$ cat src/rtl/data_memory.sv
// Word-organised data RAM for LDR/STR traffic: req/ready handshake,
// programmable wait states, misalign/range error flag, registered load data.
module data_memory #(
    parameter int DEPTH       = 16,
    parameter int WAIT_CYCLES = 1
) (
    input  logic        clk,
    input  logic        rst_n,
    input  logic        req,
    input  logic        rw,
    input  logic [15:0] addr,
    input  logic [31:0] wr_data,
    output logic [31:0] rd_data,
    output logic        ready,
    output logic        busy,
    output logic        err
);

    localparam int          AW    = $clog2(DEPTH);
    localparam logic [16:0] LIMIT = 17'(4 * DEPTH);

    typedef enum logic [1:0] {
        IDLE,
        ACCESS,
        RESP
    } state_t;

    state_t        state_q, state_d;
    logic [3:0]    cnt_q, cnt_d;
    logic          req_q;
    logic          rw_q;
    logic [15:0]   addr_q;
    logic [31:0]   wdata_q;
    logic [31:0]   rd_data_q;
    logic          err_q;
    logic [31:0]   mem_q [DEPTH];

    logic          capture;
    logic          do_access;
    logic          bad;
    logic [AW-1:0] idx;

    assign bad = (addr_q[1:0] != 2'b00) | ({1'b0, addr_q} >= LIMIT);
    assign idx = addr_q[AW+1:2];

    always_comb begin
        state_d   = state_q;
        cnt_d     = cnt_q;
        capture   = 1'b0;
        do_access = 1'b0;
        unique case (state_q)
            IDLE: begin
                if (req & ~req_q) begin
                    capture = 1'b1;
                    cnt_d   = 4'(WAIT_CYCLES);
                    state_d = ACCESS;
                end
            end
            ACCESS: begin
                if (cnt_q != 4'd0) begin
                    cnt_d = cnt_q - 4'd1;
                end else begin
                    do_access = 1'b1;
                    state_d   = RESP;
                end
            end
            RESP: begin
                state_d = IDLE;
            end
            default: begin
                state_d = IDLE;
            end
        endcase
    end

    always_ff @(posedge clk or negedge rst_n) begin
        if (!rst_n) begin
            state_q <= IDLE;
            cnt_q   <= 4'd0;
            req_q   <= 1'b0;
        end else begin
            state_q <= state_d;
            cnt_q   <= cnt_d;
            req_q   <= req;
        end
    end

    always_ff @(posedge clk or negedge rst_n) begin
        if (!rst_n) begin
            rw_q    <= 1'b0;
            addr_q  <= 16'd0;
            wdata_q <= 32'd0;
        end else if (capture) begin
            rw_q    <= rw;
            addr_q  <= addr;
            wdata_q <= wr_data;
        end
    end

    // Errored reads return zero; errored writes leave the array untouched.
    always_ff @(posedge clk or negedge rst_n) begin
        if (!rst_n) begin
            rd_data_q <= 32'd0;
            err_q     <= 1'b0;
        end else if (do_access) begin
            err_q <= bad;
            if (!rw_q) begin
                rd_data_q <= bad ? 32'd0 : mem_q[idx];
            end
        end
    end

    always_ff @(posedge clk or negedge rst_n) begin
        if (!rst_n) begin
            for (int i = 0; i < DEPTH; i++) begin
                mem_q[i] <= 32'd0;
            end
        end else if (do_access && rw_q && !bad) begin
            mem_q[idx] <= wdata_q;
        end
    end

    assign rd_data = rd_data_q;
    assign ready   = (state_q == RESP);
    assign busy    = (state_q != IDLE);
    assign err     = err_q & (state_q == RESP);

endmodule

$ cat config.mk
export PLATFORM = sky130hd
export DESIGN_NAME = data_memory
export DESIGN_NICKNAME = d
export VERILOG_FILES = /design/src/rtl/data_memory.sv
export SDC_FILE = /design/constraint.sdc
export NUM_CORES = 1
export LEC_CHECK = 0
export CORE_MARGIN = 2
export CORE_UTILIZATION = 47
export DETAILED_ROUTE_END_ITERATION = 12
export GPL_ROUTABILITY_DRIVEN = 0
export SYNTH_ARGS = -nofsm -noshare
export SYNTH_HDL_FRONTEND = slang
export SYNTH_SLANG_ARGS = --single-unit
export TNS_END_PERCENT = 5
$ cat constraint.sdc
create_clock -name clk -period 3.6 [get_ports clk]
set_clock_uncertainty 0.05 [all_clocks]
set_input_delay 1.08 -clock clk [delete_from_list [all_inputs] [get_ports clk]]
set_output_delay 1.08 -clock clk [all_outputs]
set_load 0.03 [all_outputs]
==> flow_summary.toml <==
[detailed_routing]
via_per_inst = 5.787
wirelength_mm = 62.77
drc_errors = 0
drtIter0Drc = 728
num_vias = 14508
first_pass_iters = 4
ant_nets = 0
wl_per_cell_microns = 25.04

[yosys]
synth-warning-count = 0
ys_types = 34
ys_top_cells_by_area = "dfrtp_1 (56%), mux2_1 (21%), mux4_2 (11%)"
synth_top_area_share_pct = 56.46
syn_avg_cell_area_sq_um = 16.40
synthCells = 1624
ys_ff_latch = 601
yosys.area.top_type = "dfrtp_1"
netlist_area_sq_um = 26640
seq_area_frac_synth_pct = 56.46
synth_nets = 1678

[critical_path]
reg2regPathDepth = 8
crit_fanout = 4
end_kind = "output port"
crit_chain = "nor2b_1 > and2_1 > clkdlybuf4s50_1"
cpMaxStageDelayCell = "clkdlybuf4s50_1"
worstPathRequired_ns = 2.47
rrSetupSlack_ns = 0.83
worstSetupPathType = "register to output port"
r2r_start = "cnt_q[0]$_DFFE_PN0P_"
arrival_ns = 2.01
cp-start-kind = "register"
timing.rr.end = "mem_q[216]$_DFFE_PN0P_"
cpPeakStageDelay_ns = 0.67

[final_layout]
multi_input_area_sq_um = 11000
final_area_sq_um = 30800
syn2layout_area_growth_pct = 15.62
seqCellArea_sq_um = 15050
final_cells = 2507
layout_commonest_cell = "dfrtp_1"
nFillCells = 4544
drive_above_1_share_pct = 24.27
nets = 1760
final_cell_mix = "dfrtp_1 (598), mux2_1 (500), mux4_2 (128), mux2_2 (94), clkdlybuf4s50_1 (85)"
antenna_cells = 0
final_util_pct = 54.83

[placement]
place_area_sq_um = 28520
place_inst = 2392
portBuffers = 86
dp_hpwl_mm = 36.28

[floorplanning]
initial_utilization_pct = 47.42
core-area_sq_um = 56170
die_h_microns = 242.1
dieArea_sq_um = 58590
num_rows = 87
top_level_ports = 87
die_w_microns = 242.1

[sta]
setup_viol = 0
slew_violations = 0
rsz0062_at_grt = "no"
finalHoldViolCount = 0
slew_headroom_pct = 48.41
fmax_mhz = 318.3
setup_tns_ns = 0
fin_crit_ns = 3.142
worst_pin_slew_ns = 0.7738
post-route-period-util_pct = 87.27

[pwr]
powerDensity_nw_per_um2 = 587.7
ir_worst_vdd_mv = 0.5858
power_mw = 18.10
p_leak_nw = 15.16

[outcome]
outcome = "complete, no violations"

[min_path]
hp-start = "mem_q[374]$_DFFE_PN0P_"
hold_end = "mem_q[374]$_DFFE_PN0P_"
hold_depth = 1
min_path_type = "register to register"

[cts]
clk_pin_slew_ns = 0.06
cts-root-buf = "clkbuf_16"
worstSkewPairLatency_ns = 0.59
numCtsBuffers = 68
cts_max_level = 3
cts_setup_buffers = 0
postCtsResizedCells = 0
hold_buffers = 0
cts_tree = "built"
cts_sinks = 601
clockBufferDepth = 3

[run]
cap_violations = 0

[global_route]
grt_usage_pct = 22.21
grt_max_degree = 86
overflow = 0
grt_pass1_wl_mm = 98.86
antenna_found_initial = 0
grt_pass1_vias = 15836
worst max-delay path by stage:
| stage | from | endpoint | slack (ns) | depth (start not counted) |
|---|---|---|---|---|
| finish | state_q[0]$_DFFE_PN0P_ | err | 0.46 | 3 |
| floorplan | req | addr_q[0]$_DFFE_PN0P_ | 1.08 | 3 |
| global placement | req | cnt_q[1]$_DFFE_PN0P_ | 0.74 | 5 |
| global route | state_q[0]$_DFFE_PN0P_ | err | 0.34 | 3 |
| CTS | state_q[0]$_DFFE_PN0P_ | err | 0.41 | 3 |
| detailed placement | req | cnt_q[1]$_DFFE_PN0P_ | 0.73 | 5 |
stage by stage:
stage	setup slack (ns)	hold slack, ns
finish	0.4582	0.4277
global route	0.3389	0.4350
CTS	0.4072	0.4311
detailed placement	0.7307	0.4186
global placement	0.7388	0.4119
floorplan	1.076	0.4024
area by class of cell:
cell class | instances | share of cell area [%]
sequential | 601 | 48.87
clock buffer | 101 | 6.793
clock inverter | 14 | 0.5891
timing repair buffer | 152 | 4.948
tap | 756 | 3.071
inverter | 2 | 0.02438
multi-input combinational | 881 | 35.70
flip-flops by register name, indices dropped and copies added (netlist names):
name     flops
addr_q      16
cnt_q        4
err_q        1
mem_q      512
rd_data     32
req_q        1
rw_q         1
state_q      2
wdata_q     32
power breakdown:
| part | switching (mW) | total, mW | internal, mW |
|---|---|---|---|
| Sequential | 1.20 | 8.27 | 7.07 |
| Clock | 2.74 | 7.03 | 4.29 |
| Combinational | 1.53 | 2.80 | 1.27 |
metal layers:
layer	part of all wire (%)	GRT usage, %	wire, microns
met5	0	0	0
met2	47	35.37	29680
met1	47	31.75	29290
met3	3.8	3.988	2409
met4	2.2	5.737	1393
synth_stat cells, drive strengths merged:
| cell | n |
|---|---|
| a21oi | 2 |
| a32oi | 31 |
| and2 | 2 |
| and3 | 1 |
| buf | 99 |
| clkbuf | 41 |
| dfrtp | 601 |
| ha | 2 |
| inv | 2 |
| mux2 | 594 |
| mux2i | 31 |
| mux4 | 128 |
| nand2 | 3 |
| nand2b | 5 |
| nand3 | 5 |
| nand4 | 1 |
| nor2 | 7 |
| nor2b | 3 |
| nor3 | 3 |
| nor3b | 2 |
| nor4 | 20 |
| o211ai | 1 |
| o21ai | 31 |
| or2 | 4 |
| or3 | 2 |
| or3b | 1 |
| xor2 | 2 |
kinds of logic after synthesis:
group	count (synthesis)	share of synthesized area, %
AO/OA/AOI/OAI	65	1.668
XOR/XNOR	2	0.06578
adder cells (fa/ha/maj)	2	0.09393
buffers and inverters	142	2.555
flip-flops	601	56.46
multiplexers	753	37.10
AND/OR/NAND/NOR	59	2.053
critical path, delay by kind of cell, from the launching register on:
kind | cells | cell delay [ns]
flip-flops | 1 | 0.41
buffers and inverters | 1 | 0.67
AND/OR/NAND/NOR | 2 | 0.34
No activity file was read; power rests on OpenSTA's default activity.
